**src/rtl/mips_rf_pkg.sv**
```systemverilog
// mips_rf_pkg: widths, operand-fetch FSM states and register index names
// shared by the register file and its operand-fetch front end.
package mips_rf_pkg;
  localparam int DATA_W = 32;
  localparam int ADDR_W = 4;
  typedef enum logic [1:0] {IDLE, ISSUE, WAIT, VALID} of_state_t;
  localparam logic [ADDR_W-1:0] S0 = 4'd0, S1 = 4'd1, S2 = 4'd2, S3 = 4'd3;
  localparam logic [ADDR_W-1:0] S4 = 4'd4, S5 = 4'd5, S6 = 4'd6, S7 = 4'd7;
  localparam logic [ADDR_W-1:0] T0 = 4'd8, T1 = 4'd9, T2 = 4'd10, T3 = 4'd11;
  localparam logic [ADDR_W-1:0] T4 = 4'd12, T5 = 4'd13, T6 = 4'd14, T7 = 4'd15;
endpackage

```
**src/rtl/operand_fetch_if.sv**
```systemverilog
// operand_fetch_if: decode-side bus of operand_fetch.
//   req_*  : operand request (valid/ready, rs/rt indices)
//   wb_*   : writeback strobe, register and value (always accepted)
//   op_*   : operand response (valid/ready, a/b values)
// master = decode/execute side, slave = operand_fetch.
interface operand_fetch_if;
  import mips_rf_pkg::*;
  logic req_valid;
  logic req_ready;
  logic [ADDR_W-1:0] req_rs;
  logic [ADDR_W-1:0] req_rt;
  logic wb_valid;
  logic [ADDR_W-1:0] wb_reg;
  logic [DATA_W-1:0] wb_data;
  logic op_valid;
  logic op_ready;
  logic [DATA_W-1:0] op_a;
  logic [DATA_W-1:0] op_b;
  modport master (
    output req_valid, req_rs, req_rt, wb_valid, wb_reg, wb_data, op_ready,
    input req_ready, op_valid, op_a, op_b
  );
  modport slave (
    input req_valid, req_rs, req_rt, wb_valid, wb_reg, wb_data, op_ready,
    output req_ready, op_valid, op_a, op_b
  );
endinterface

```
**src/rtl/operand_fwd_mux.sv**
```systemverilog
// operand_fwd_mux: per-operand source select, newest value wins.
//   wb_hit/wb_data     : writeback landing this cycle on the operand's register
//   fwd/fwd_data       : writeback captured while the file read was in flight
//   rf_data            : registered read data from the file
//   data               : selected operand value
module operand_fwd_mux
  import mips_rf_pkg::*;
(
  input  logic              wb_hit,
  input  logic [DATA_W-1:0] wb_data,
  input  logic              fwd,
  input  logic [DATA_W-1:0] fwd_data,
  input  logic [DATA_W-1:0] rf_data,
  output logic [DATA_W-1:0] data
);
  assign data = wb_hit ? wb_data : fwd ? fwd_data : rf_data;
endmodule

```
**src/rtl/operand_fetch.sv**
```systemverilog
// operand_fetch: drives the register file read ports for an (rs, rt) request,
// hides its one-cycle read latency, forwards in-flight writebacks and returns
// coherent operands over a valid/ready handshake.
//   clk, rst          : clock, asynchronous active-low reset
//   bus               : request / writeback / operand bus (slave side)
//   rf_dataIn, rf_dataInRegister, rf_enableSavingDataIn : file write port
//   rf_dataOutRegisterA/B : file read addresses
//   rf_registerA/B        : registered file read data
module operand_fetch
  import mips_rf_pkg::*;
(
  input  logic              clk,
  input  logic              rst,
  operand_fetch_if.slave    bus,
  output logic [DATA_W-1:0] rf_dataIn,
  output logic [ADDR_W-1:0] rf_dataInRegister,
  output logic              rf_enableSavingDataIn,
  output logic [ADDR_W-1:0] rf_dataOutRegisterA,
  output logic [ADDR_W-1:0] rf_dataOutRegisterB,
  input  logic [DATA_W-1:0] rf_registerA,
  input  logic [DATA_W-1:0] rf_registerB
);
  of_state_t state, state_nx;
  logic [ADDR_W-1:0] rs_q, rt_q;
  logic fwd_a, fwd_b, hit_a, hit_b;
  logic [DATA_W-1:0] fwd_data, op_a, op_b, mux_a, mux_b;
  assign rf_enableSavingDataIn = bus.wb_valid;
  assign rf_dataInRegister = bus.wb_reg;
  assign rf_dataIn = bus.wb_data;
  assign rf_dataOutRegisterA = rs_q;
  assign rf_dataOutRegisterB = rt_q;
  assign hit_a = bus.wb_valid && bus.wb_reg == rs_q;
  assign hit_b = bus.wb_valid && bus.wb_reg == rt_q;
  assign bus.req_ready = state == IDLE;
  assign bus.op_valid = state == VALID;
  assign bus.op_a = op_a;
  assign bus.op_b = op_b;
  always_comb begin
    state_nx = state;
    state_nx = state == IDLE  ? (bus.req_valid ? ISSUE : IDLE) :
               state == ISSUE ? WAIT :
               state == WAIT  ? VALID :
               (bus.op_ready ? IDLE : VALID);
  end
  always_ff @(posedge clk or negedge rst)
    if (!rst) state <= IDLE;
    else state <= state_nx;
  operand_fwd_mux mux_a_i (.wb_hit(hit_a), .wb_data(bus.wb_data), .fwd(fwd_a),
                           .fwd_data(fwd_data), .rf_data(rf_registerA), .data(mux_a));
  operand_fwd_mux mux_b_i (.wb_hit(hit_b), .wb_data(bus.wb_data), .fwd(fwd_b),
                           .fwd_data(fwd_data), .rf_data(rf_registerB), .data(mux_b));
  // The file samples rs_q/rt_q at the end of ISSUE and returns the pre-write
  // value, so a writeback landing in that same cycle is captured here. Both
  // flags share one capture register since both hits carry the same wb_data.
  always_ff @(posedge clk or negedge rst)
    if (!rst) begin
      rs_q <= '0;
      rt_q <= '0;
      fwd_a <= 1'b0;
      fwd_b <= 1'b0;
      fwd_data <= '0;
      op_a <= '0;
      op_b <= '0;
    end else begin
      if (state == IDLE && bus.req_valid) begin
        rs_q <= bus.req_rs;
        rt_q <= bus.req_rt;
      end
      if (state == ISSUE) begin
        fwd_a <= hit_a;
        fwd_b <= hit_b;
        fwd_data <= bus.wb_data;
      end
      if (state == WAIT) begin
        op_a <= mux_a;
        op_b <= mux_b;
      end
      if (state == VALID && hit_a) op_a <= bus.wb_data;
      if (state == VALID && hit_b) op_b <= bus.wb_data;
    end
endmodule

```
**src/flat_wrapper.sv**
```systemverilog
// flat-port wrapper written by rule: the top's interface ports become plain ports
module operand_fetch_flat import mips_rf_pkg::*;
  (clk, rst, rf_dataIn, rf_dataInRegister, rf_enableSavingDataIn, rf_dataOutRegisterA, rf_dataOutRegisterB, rf_registerA, rf_registerB, bus_req_valid, bus_req_rs, bus_req_rt, bus_wb_valid, bus_wb_reg, bus_wb_data, bus_op_ready, bus_req_ready, bus_op_valid, bus_op_a, bus_op_b);
  operand_fetch_if bus_i ();
  input  logic clk;
  input  logic rst;
  output logic [DATA_W-1:0] rf_dataIn;
  output logic [ADDR_W-1:0] rf_dataInRegister;
  output logic rf_enableSavingDataIn;
  output logic [ADDR_W-1:0] rf_dataOutRegisterA;
  output logic [ADDR_W-1:0] rf_dataOutRegisterB;
  input  logic [DATA_W-1:0] rf_registerA;
  input  logic [DATA_W-1:0] rf_registerB;
  input wire logic [$bits(bus_i.req_valid)-1:0] bus_req_valid;
  input wire logic [$bits(bus_i.req_rs)-1:0] bus_req_rs;
  input wire logic [$bits(bus_i.req_rt)-1:0] bus_req_rt;
  input wire logic [$bits(bus_i.wb_valid)-1:0] bus_wb_valid;
  input wire logic [$bits(bus_i.wb_reg)-1:0] bus_wb_reg;
  input wire logic [$bits(bus_i.wb_data)-1:0] bus_wb_data;
  input wire logic [$bits(bus_i.op_ready)-1:0] bus_op_ready;
  output wire logic [$bits(bus_i.req_ready)-1:0] bus_req_ready;
  output wire logic [$bits(bus_i.op_valid)-1:0] bus_op_valid;
  output wire logic [$bits(bus_i.op_a)-1:0] bus_op_a;
  output wire logic [$bits(bus_i.op_b)-1:0] bus_op_b;
  assign bus_i.req_valid = bus_req_valid;
  assign bus_i.req_rs = bus_req_rs;
  assign bus_i.req_rt = bus_req_rt;
  assign bus_i.wb_valid = bus_wb_valid;
  assign bus_i.wb_reg = bus_wb_reg;
  assign bus_i.wb_data = bus_wb_data;
  assign bus_i.op_ready = bus_op_ready;
  assign bus_req_ready = bus_i.req_ready;
  assign bus_op_valid = bus_i.op_valid;
  assign bus_op_a = bus_i.op_a;
  assign bus_op_b = bus_i.op_b;
  operand_fetch u_core (.clk(clk), .rst(rst), .bus(bus_i), .rf_dataIn(rf_dataIn), .rf_dataInRegister(rf_dataInRegister), .rf_enableSavingDataIn(rf_enableSavingDataIn), .rf_dataOutRegisterA(rf_dataOutRegisterA), .rf_dataOutRegisterB(rf_dataOutRegisterB), .rf_registerA(rf_registerA), .rf_registerB(rf_registerB));
endmodule
```
**config.mk**
```make
export PLATFORM = sky130hd
export DESIGN_NAME = operand_fetch_flat
export DESIGN_NICKNAME = d
export VERILOG_FILES = /design/src/rtl/mips_rf_pkg.sv /design/src/rtl/operand_fetch_if.sv /design/src/rtl/operand_fwd_mux.sv /design/src/rtl/operand_fetch.sv /design/src/flat_wrapper.sv
export SDC_FILE = /design/constraint.sdc
export NUM_CORES = 1
export LEC_CHECK = 0
export ABC_AREA = 1
export CAP_MARGIN = 5
export CORE_MARGIN = 2
export CORE_UTILIZATION = 41
export CTS_BUF_LIST = sky130_fd_sc_hd__clkbuf_8 sky130_fd_sc_hd__clkbuf_16
export DETAILED_ROUTE_END_ITERATION = 8
export GPL_TIMING_DRIVEN = 0
export PLACE_DENSITY = 0.75
export SYNTH_ARGS = -nofsm -noshare
export SYNTH_HDL_FRONTEND = slang
export SYNTH_SLANG_ARGS = --single-unit
```
**constraint.sdc**
```tcl
create_clock -name clk -period 1.6 [get_ports clk]
set_input_delay 0.32 -clock clk [delete_from_list [all_inputs] [get_ports clk]]
set_output_delay 0.32 -clock clk [all_outputs]
set_load 0.01 [all_outputs]
```
==> results.json, run 1 <==
{
  "outcome": "complete, no violations",
  "final_layout_size_suffix_gt1_frac": 0.257,
  "clock-sinks": 108,
  "netlist_area_um2": 6530,
  "cts_hold_buf": 0,
  "cts_buffers": 9,
  "yosysSeqAreaShare": 0.414,
  "die_h_um": 130,
  "setup_slack_ns": 0.0135,
  "drt_iter0_markers": 447,
  "hold_viol": 0,
  "rr_startpoint": "u_core.rf_dataOutRegisterA[3]",
  "max_slew_margin": 0.470,
  "dp_hpwl_mm": 15.4,
  "grt_pass1_vias": 6004,
  "wire_per_inst_um": 16.8,
  "yosysTopAreaCell": "dfrtp_1",
  "io_pins": 224,
  "rr_worst_depth": 9,
  "rrSetupSlack_ns": 0.04,
  "tns_ns": 0,
  "startpoint_type": "input port",
  "path_class": "in2out",
  "arrival_ns": 1.27,
  "placed_area_um2": 9050,
  "totalWireLength_mm": 20.7,
  "clkTransAtPathRegs_ns": 0.07,
  "avgSynthCellArea_um2": 8.63,
  "grt_use_total": 0.242,
  "vdd_ir_drop_max_mv": 0.672,
  "crit_required_ns": 1.28,
  "synth_seq_cells": 108,
  "worstSetupEndpointType": "output pin",
  "syn_to_final_growth_pct": 48.8,
  "stdcell_area_um2": 9710,
  "cpMaxStageDelayCell": "clkdlybuf4s50_1",
  "holdWs_ns": 0.0443,
  "cts_root_buf": "clkbuf_16",
  "rows": 46,
  "crit_buf_inv": 3,
  "cts_tree": "yes",
  "synthTopCellsByArea": "dfrtp_1, nand2_1, mux2_2, nand4_1, mux2_4",
  "cts_buffer_depth": 2,
  "final_antenna_net_count": 0,
  "max_freq_mhz": 630,
  "cap_viol_max_count": 0,
  "maxSlewViolCount": 0,
  "dp_slack_ns": -0.644,
  "fillers": 1374,
  "rsz0062_at_grt": "yes",
  "synth_top_area_frac": 0.414,
  "io_buffers": 223,
  "netlist_instances": 756,
  "fin_crit_sh": 0.992,
  "htreeDepth": 3,
  "worstSkewPairLatency_ns": 0.35,
  "grt_max_degree": 61,
  "crit_family": "buffers and inverters",
  "gp_congestion": 0.819,
  "cp_cell_sequence": "clkdlybuf4s15_1 > buf_4 > clkdlybuf4s50_1",
  "grt-ovfl-total": 0,
  "drc": 0,
  "drtPass1Iterations": 4,
  "power-per-cell-area_nw_per_um2": 1700,
  "setup_viol_count_final": 0,
  "min_period_ns": 1.59,
  "core_area_um2": 15700,
  "diodes": 0,
  "nets": 1122,
  "worstPathMaxFanout": 4,
  "clock-skew-final_ns": 0.00861,
  "leakagePower_nw": 5.28,
  "die_width_um": 130,
  "ys_warn_count": 0,
  "antenna_found_initial": 0,
  "hold_path.class": "in2async",
  "start_util": 0.415,
  "layout_commonest_cell": "nand2_1",
  "final_cell_mix": "nand2_1, clkdlybuf4s50_1, dfrtp_1, mux2_2, buf_4",
  "r2r_end": "u_core.bus.op_a[14]",
  "max_stage_delay_ns": 0.52,
  "synth_cell_type_count": 22,
  "viasPerCell": 5.00,
  "dieArea_um2": 16900,
  "worst_slew_pin_slew_ns": 0.795,
  "vias": 6146,
  "syn_nets": 869,
  "grt_pass1_wl_mm": 31.7
}
==> metal layers <==
metal | GRT usage | up-vias | routed length, um
met5 | 0 | - | 0
met4 | 0.0892 | 0 | 544
met3 | 0.0381 | 34 | 1430
met2 | 0.391 | 238 | 9730
met1 | 0.330 | 2864 | 9010
li1 | - | 3010 | -
==> logic make-up (layout without fill, tap and decap cells) <==
| kind of cell | Yosys count | after routing | share of synthesized area |
|---|---|---|---|
| multiplexers | 98 | 98 | 0.183 |
| flip-flops | 108 | 108 | 0.414 |
| AO/OA/AOI/OAI | 8 | 8 | 0.00613 |
| AND/OR/NAND/NOR | 435 | 435 | 0.300 |
| buffers and inverters | 107 | 365 | 0.0964 |
==> power breakdown <==
part	switching, mW	internal [mW]	leakage, nW
Combinational	4.51	4.55	3.81
Clock	1.02	1.36	0.163
Sequential	0.939	4.12	1.30
==> stage by stage <==
stage	power, mW	instances	util
6_report	16.5	1230	0.618
5_1_grt	17.6	1230	0.618
4_1_cts	16.5	1224	0.605
3_5_place_dp	13.9	1196	0.576
3_3_place_gp	13.7	1195	0.575
2_1_floorplan	10.2	756	-
==> layout make-up <==
cell class	count	area, um^2	area share
sequential	108	2700	0.278
clock inverter	7	85.1	0.00876
inverter	14	57.6	0.00593
clock buffer	9	225	0.0232
buffer	91	656	0.0675
tap	216	270	0.0278
timing repair buffer	244	2460	0.254
multi-input combinational	541	3250	0.335
==> state kept, by name, summed over array words and instances, names as in the netlist <==
name and cells:
u_core.bus.op_a 32, u_core.bus.op_b 32, u_core.fwd_data 32, u_core.rf_dataOutRegisterA 4, u_core.rf_dataOutRegisterB 4, u_core.state 2
u_core.fwd_a 1, u_core.fwd_b 1
==> synthesized netlist by cell type (all sizes together) <==
cell,number
mux2,98
buf,78
o21ai,2
or2,1
inv,14
clkbuf,15
nand3,66
nand4,66
nand2,289
a21oi,6
dfrtp,108
nor2,13
==> worst max path at each step <==
| stage | from | end | slack, ns | depth (start not counted) |
|---|---|---|---|---|
| final | bus_wb_data[7] | rf_dataIn[7] | 0.01 | 3 |
| after CTS | u_core.bus.op_b[21] | bus_op_b[21] | 0.0002 | 1 |
| after global routing | u_core.rf_dataOutRegisterA[0] | u_core.bus.op_a[22] | -0.08 | 8 |
| after detailed placement | bus_wb_reg[1] | u_core.bus.op_a[10] | -0.64 | 10 |
| after floorplan | u_core.rf_dataOutRegisterA[3] | u_core.bus.op_a[22] | 0.26 | 10 |
| after global placement | rst | u_core.bus.op_b[18] | -4.04 | 1 |
==> worst reg2reg max path: stages, from the launching register on <==
cell,delay [ns]
dfrtp_1,0.39
inv_2,0.05
nand2_1,0.06
nand2_2,0.06
nor2_4,0.24
nand4_4,0.24
nand2_8,0.18
buf_4,0.15
nand2_1,0.06
nand2_1,0.05
==> what timing repair did <==
action	4_1_cts	5_1_grt
buffers inserted	12	7
pin swaps	6	10
setup endpoints to repair	120	135
gates cloned	1	1
gates resized for setup	107	122
Note: power is estimated with default switching activity, not from simulation.
==> run 2: changes to the inputs <==
Settings changed: PLACE_DENSITY 0.75 to 0.78.
Clock period 1.6 ns to 1.3 ns, I/O delays scaled along.
==> results.json, run 2 (synthesis results as in run 1) <==
{
  "grt_pass1_wl_mm": 34.0,
  "wire_per_inst_um": 18.4,
  "grt_max_degree": 56,
  "dp_hpwl_mm": 15.7,
  "final_layout_size_suffix_gt1_frac": 0.445,
  "post-route-util": 0.683,
  "layout.cells.non_filler": 1271,
  "final_cell_mix": "nand2_1, nand2_2, dfrtp_1, clkdlybuf4s50_1, buf_4",
  "path_class": "reg2reg",
  "grt-ovfl-total": 0,
  "gp_congestion": 0.849,
  "clock-skew-final_ns": 0.00589,
  "worstSetupEndpointType": "flip-flop",
  "cts_buffer_depth": 2,
  "setup_viol_count_final": 101,
  "top_regs": "u_core.bus.op_a: 32 flops, u_core.bus.op_b: 32 flops, u_core.fwd_data: 32 flops",
  "clock-sinks": 108,
  "diodes": 0,
  "core_area_um2": 15700,
  "io_buffers": 223,
  "max_stage_delay_ns": 0.40,
  "fin_crit_sh": 1.24,
  "holdWs_ns": 0.237,
  "final_antenna_net_count": 0,
  "cts_buffers": 9,
  "setup_slack_ns": -0.315,
  "grt_pass1_vias": 6361,
  "totalWireLength_mm": 23.4,
  "cp_cell_sequence": "inv_2 > nand2_2 > nand2_2 > nor2_4 > buf_12 > nand3_4 > buf_6 > nand2_2 > nand2_2 > nand2_1 > nand2_1",
  "max_slew_margin": 0.635,
  "rsz0062_at_grt": "yes",
  "grt_use_total": 0.261,
  "io_pins": 224,
  "nets": 1163,
  "layout_commonest_cell": "nand2_1",
  "drc": 0,
  "vias": 6588,
  "drtPass1Iterations": 4,
  "clkTransAtPathRegs_ns": 0.07,
  "die_width_um": 130,
  "vdd_ir_drop_max_mv": 1.13,
  "worstPathMaxFanout": 7,
  "max_freq_mhz": 619,
  "crit_required_ns": 1.55,
  "leakagePower_nw": 5.20,
  "maxSlewViolCount": 0,
  "start_util": 0.415,
  "outcome": "complete, but fails checks",
  "cp_common_cell": "nand2_2",
  "die_h_um": 130,
  "tns_ns": -20.24,
  "violations": "setup timing",
  "dieArea_um2": 16900,
  "arrival_ns": 1.86,
  "min_period_ns": 1.61,
  "cts_root_buf": "clkbuf_16",
  "drt_iter0_markers": 445,
  "htreeDepth": 3,
  "cap_viol_max_count": 0,
  "syn_to_final_growth_pct": 64.5,
  "startpoint_type": "flip-flop",
  "hold_path.class": "in2reg",
  "hold_viol": 0,
  "worst_slew_pin_slew_ns": 0.547,
  "power-per-cell-area_nw_per_um2": 2120,
  "antenna_found_initial": 0,
  "worstSkewPairLatency_ns": 0.36,
  "rows": 46,
  "dpl.cell_count": 1196,
  "cts_tree": "yes",
  "viasPerCell": 5.18,
  "cpMaxStageDelayCell": "dfrtp_1"
}
run 2: metal layers:
| metal | wire [um] | vias up | GRT usage |
|---|---|---|---|
| li1 | - | 3094 | - |
| met1 | 9780 | 3189 | 0.344 |
| met2 | 11600 | 263 | 0.435 |
| met3 | 1430 | 42 | 0.0492 |
| met4 | 598 | 0 | 0.0867 |
| met5 | 0 | - | 0 |
run 2: worst paths after layout:
kind / slack, ns / end / start / depth (start not counted)
min in group asynchronous: 0.41 / u_core.bus.op_b[5] / rst / 2
setup / recovery: -0.31 / u_core.bus.op_b[14] / u_core.rf_dataOutRegisterB[2] / 11
hold reg to reg: 0.51 / u_core.bus.op_b[7] / u_core.bus.op_b[7] / 2
max in group asynchronous: 0.22 / u_core.bus.op_b[11] / rst / 3
setup reg to reg: -0.31 / u_core.bus.op_b[14] / u_core.rf_dataOutRegisterB[2] / 11
hold / removal: 0.24 / u_core.fwd_data[12] / bus_wb_data[12] / 2
run 2: critical path: cells and delay by family, from the launching register on:
family	cells	cell delay (ns)
simple gates	8	0.71
flops	1	0.40
buf+inv	3	0.39
run 2: what timing repair did:
| action | 4_1_cts | 5_1_grt |
|---|---|---|
| resized for setup | 383 | 192 |
| pin swaps | 43 | 50 |
| endpoints found under the hold margin | 13 | 0 |
| hold buffers | 1 | 0 |
| buffers inserted | 32 | 13 |
| endpoints found under the setup margin | 209 | 203 |
| cloned | 10 | 5 |
run 2: power breakdown:
group	switching (mW)	internal (mW)
clock	1.27	1.51
combinational	6.75	6.97
sequential	1.22	5.08
total	9.23	13.6
run 2: cell type report:
cell class,instances,area (um^2)
Multi-Input combinational cell,543,3740
Sequential cell,108,2700
Tap cell,216,270
Fill cell,1188,4980
Clock inverter,3,20.0
Buffer,91,759
Inverter,14,62.6
Timing Repair Buffer,283,2900
Clock buffer,13,280
run 2: through the flow:
| stage | cell area (um^2) | setup WS, ns | power, mW |
|---|---|---|---|
| floorplan | 6600 | -0.0262 | 12.6 |
| global placement | 9100 | -4.25 | 17.0 |
| detailed placement | 9130 | -0.915 | 17.3 |
| CTS | 10100 | -0.277 | 21.4 |
| global route | 10700 | -0.377 | 24.1 |
| finish | 10700 | -0.315 | 22.8 |
==> run 3: changes to the inputs <==
Settings changed: CORE_MARGIN 2 to not set.
==> results.json, run 3 (synthesis results as in run 1) <==
{
  "outcome": "complete, but fails checks",
  "violations": "setup timing",
  "worst_slew_pin_slew_ns": 0.463,
  "core_area_um2": 15400,
  "vias": 6439,
  "hold_path.class": "in2reg",
  "cts_root_buf": "clkbuf_16",
  "layout_commonest_cell": "nand2_1",
  "grt_use_total": 0.269,
  "max_freq_mhz": 634,
  "clock-sinks": 108,
  "worstSetupEndpointType": "flip-flop",
  "cts_buffer_depth": 2,
  "total_power_mw": 22.1,
  "crit_required_ns": 1.54,
  "rr_startpoint": "u_core.rf_dataOutRegisterA[1]",
  "grt_pass1_vias": 6395,
  "grt-ovfl-total": 0,
  "final_antenna_net_count": 0,
  "worstSkewPairLatency_ns": 0.35,
  "cts_tree": "yes",
  "hold_viol": 0,
  "syn_to_final_growth_pct": 59.3,
  "nets": 1161,
  "power-per-cell-area_nw_per_um2": 2120,
  "min_period_ns": 1.58,
  "dieArea_um2": 16400,
  "leakagePower_nw": 5.13,
  "cts_buffers": 9,
  "drc": 0,
  "final_cell_mix": "nand2_1, dfrtp_1, buf_4, clkdlybuf4s50_1, nand2_2",
  "diodes": 0,
  "grt_pass1_wl_mm": 33.9,
  "drtPass1Iterations": 5,
  "top_regs": "u_core.bus.op_a: 32 flops, u_core.bus.op_b: 32 flops, u_core.fwd_data: 32 flops",
  "htreeDepth": 3,
  "totalWireLength_mm": 22.2,
  "worstHoldStart": "bus_wb_data[30]",
  "die_h_um": 128,
  "cp_cell_sequence": "nand2_2 > nand2_2 > nor2_4 > buf_12 > nand3_4 > buf_6 > nand2_2 > nand2_1 > nand2_1 > nand2_1",
  "cap_viol_max_count": 0,
  "r2r_end": "u_core.bus.op_a[15]",
  "worstPathMaxFanout": 6,
  "hold_end": "u_core.fwd_data[30]",
  "wire_per_inst_um": 17.6,
  "antenna_found_initial": 0,
  "setup_viol_count_final": 108,
  "io_buffers": 223,
  "placed_area_um2": 9120,
  "die_width_um": 128,
  "post-route-util": 0.677,
  "rsz0062_at_grt": "yes",
  "final_layout_size_suffix_gt1_frac": 0.388,
  "cpMaxStageDelayCell": "dfrtp_1",
  "startpoint_type": "flip-flop",
  "fin_crit_sh": 1.21,
  "maxSlewViolCount": 0,
  "max_stage_delay_ns": 0.41,
  "viasPerCell": 5.10,
  "setup_slack_ns": -0.276,
  "rrSetupSlack_ns": -0.28,
  "holdWs_ns": 0.235,
  "clkTransAtPathRegs_ns": 0.07,
  "rr_worst_depth": 10,
  "drt_iter0_markers": 426,
  "io_pins": 224,
  "rows": 45,
  "gp_congestion": 0.852,
  "arrival_ns": 1.82,
  "stdcell_area_um2": 10400,
  "path_class": "reg2reg",
  "clock-skew-final_ns": 0.00908,
  "start_util": 0.425,
  "grt_max_degree": 64,
  "dp_hpwl_mm": 15.4,
  "dp_slack_ns": -0.924,
  "max_slew_margin": 0.691,
  "hold_depth": 2,
  "vdd_ir_drop_max_mv": 0.960
}
run 3: cell count changes in the layout (fill, tap and decap cells not counted), moves of 5 or more:
cell | before | now
buf_2 | 16 | 25
dlygate4sd2_1 | 42 | 50
buf_4 | 68 | 77
clkdlybuf4s15_2 | 32 | 27
nand2_2 | 112 | 67
clkbuf_4 | 3 | 10
clkdlybuf4s15_1 | 62 | 56
buf_6 | 41 | 27
clkbuf_2 | 15 | 9
clkbuf_8 | 8 | 3
nand2_1 | 158 | 213
nand2_4 | 17 | 7
run 3: worst max-delay path: cells and delay by family (launching register included):
kind / cells / cell delay [ns]
buffers and inverters: 2 / 0.34
flip-flops: 1 / 0.41
AND/OR/NAND/NOR: 8 / 0.69
run 3: cell type report:
cell class | instances | area [um^2]
multi-input combinational | 542 | 3530
inverter | 14 | 65.1
sequential | 108 | 2700
clock inverter | 3 | 45.0
timing repair buffer | 281 | 2790
clock buffer | 12 | 267
buffer | 92 | 739
tap | 211 | 264
fill | 1262 | 4970
run 3: power breakdown:
part	switching, mW	internal [mW]	total, mW
Clock	1.26	1.64	2.90
Combinational	6.22	6.68	12.9
Sequential	1.20	5.08	6.28
run 3: how the worst max path moves through the flow:
stage,start,to,cells after the start
floorplan,u_core.rf_dataOutRegisterA[2],u_core.bus.op_a[22],10
global placement,rst,u_core.bus.op_b[14],1
detailed placement,bus_wb_reg[1],u_core.bus.op_a[15],10
CTS,u_core.rf_dataOutRegisterA[1],u_core.bus.op_a[16],10
global route,u_core.rf_dataOutRegisterB[2],u_core.bus.op_b[27],11
finish,u_core.rf_dataOutRegisterA[1],u_core.bus.op_a[15],10
run 3: per-layer routing:
metal  GRT usage  part of all wire  vias up
li1            -                 -     3093
met1       0.346              0.43     3090
met2       0.449              0.49      220
met3      0.0518             0.059       36
met4      0.0976             0.022        0
met5           0                 0        -
run 3: stage by stage:
step | setup TNS [ns] | std cells
floorplan | -2.10 | 756
global placement | -524.11 | 1190
detailed placement | -76.90 | 1191
CTS | -20.60 | 1240
global route | -28.32 | 1263
finish | -21.27 | 1263
run 3: repair_timing:
action / CTS / global route
pin swaps: 19 / 28
endpoints found under the setup margin: 206 / 212
hold buffers: 1 / 0
gates cloned: 10 / 2
gates resized for setup: 343 / 139
endpoints found under the hold margin: 45 / 0
setup buffers: 23 / 24
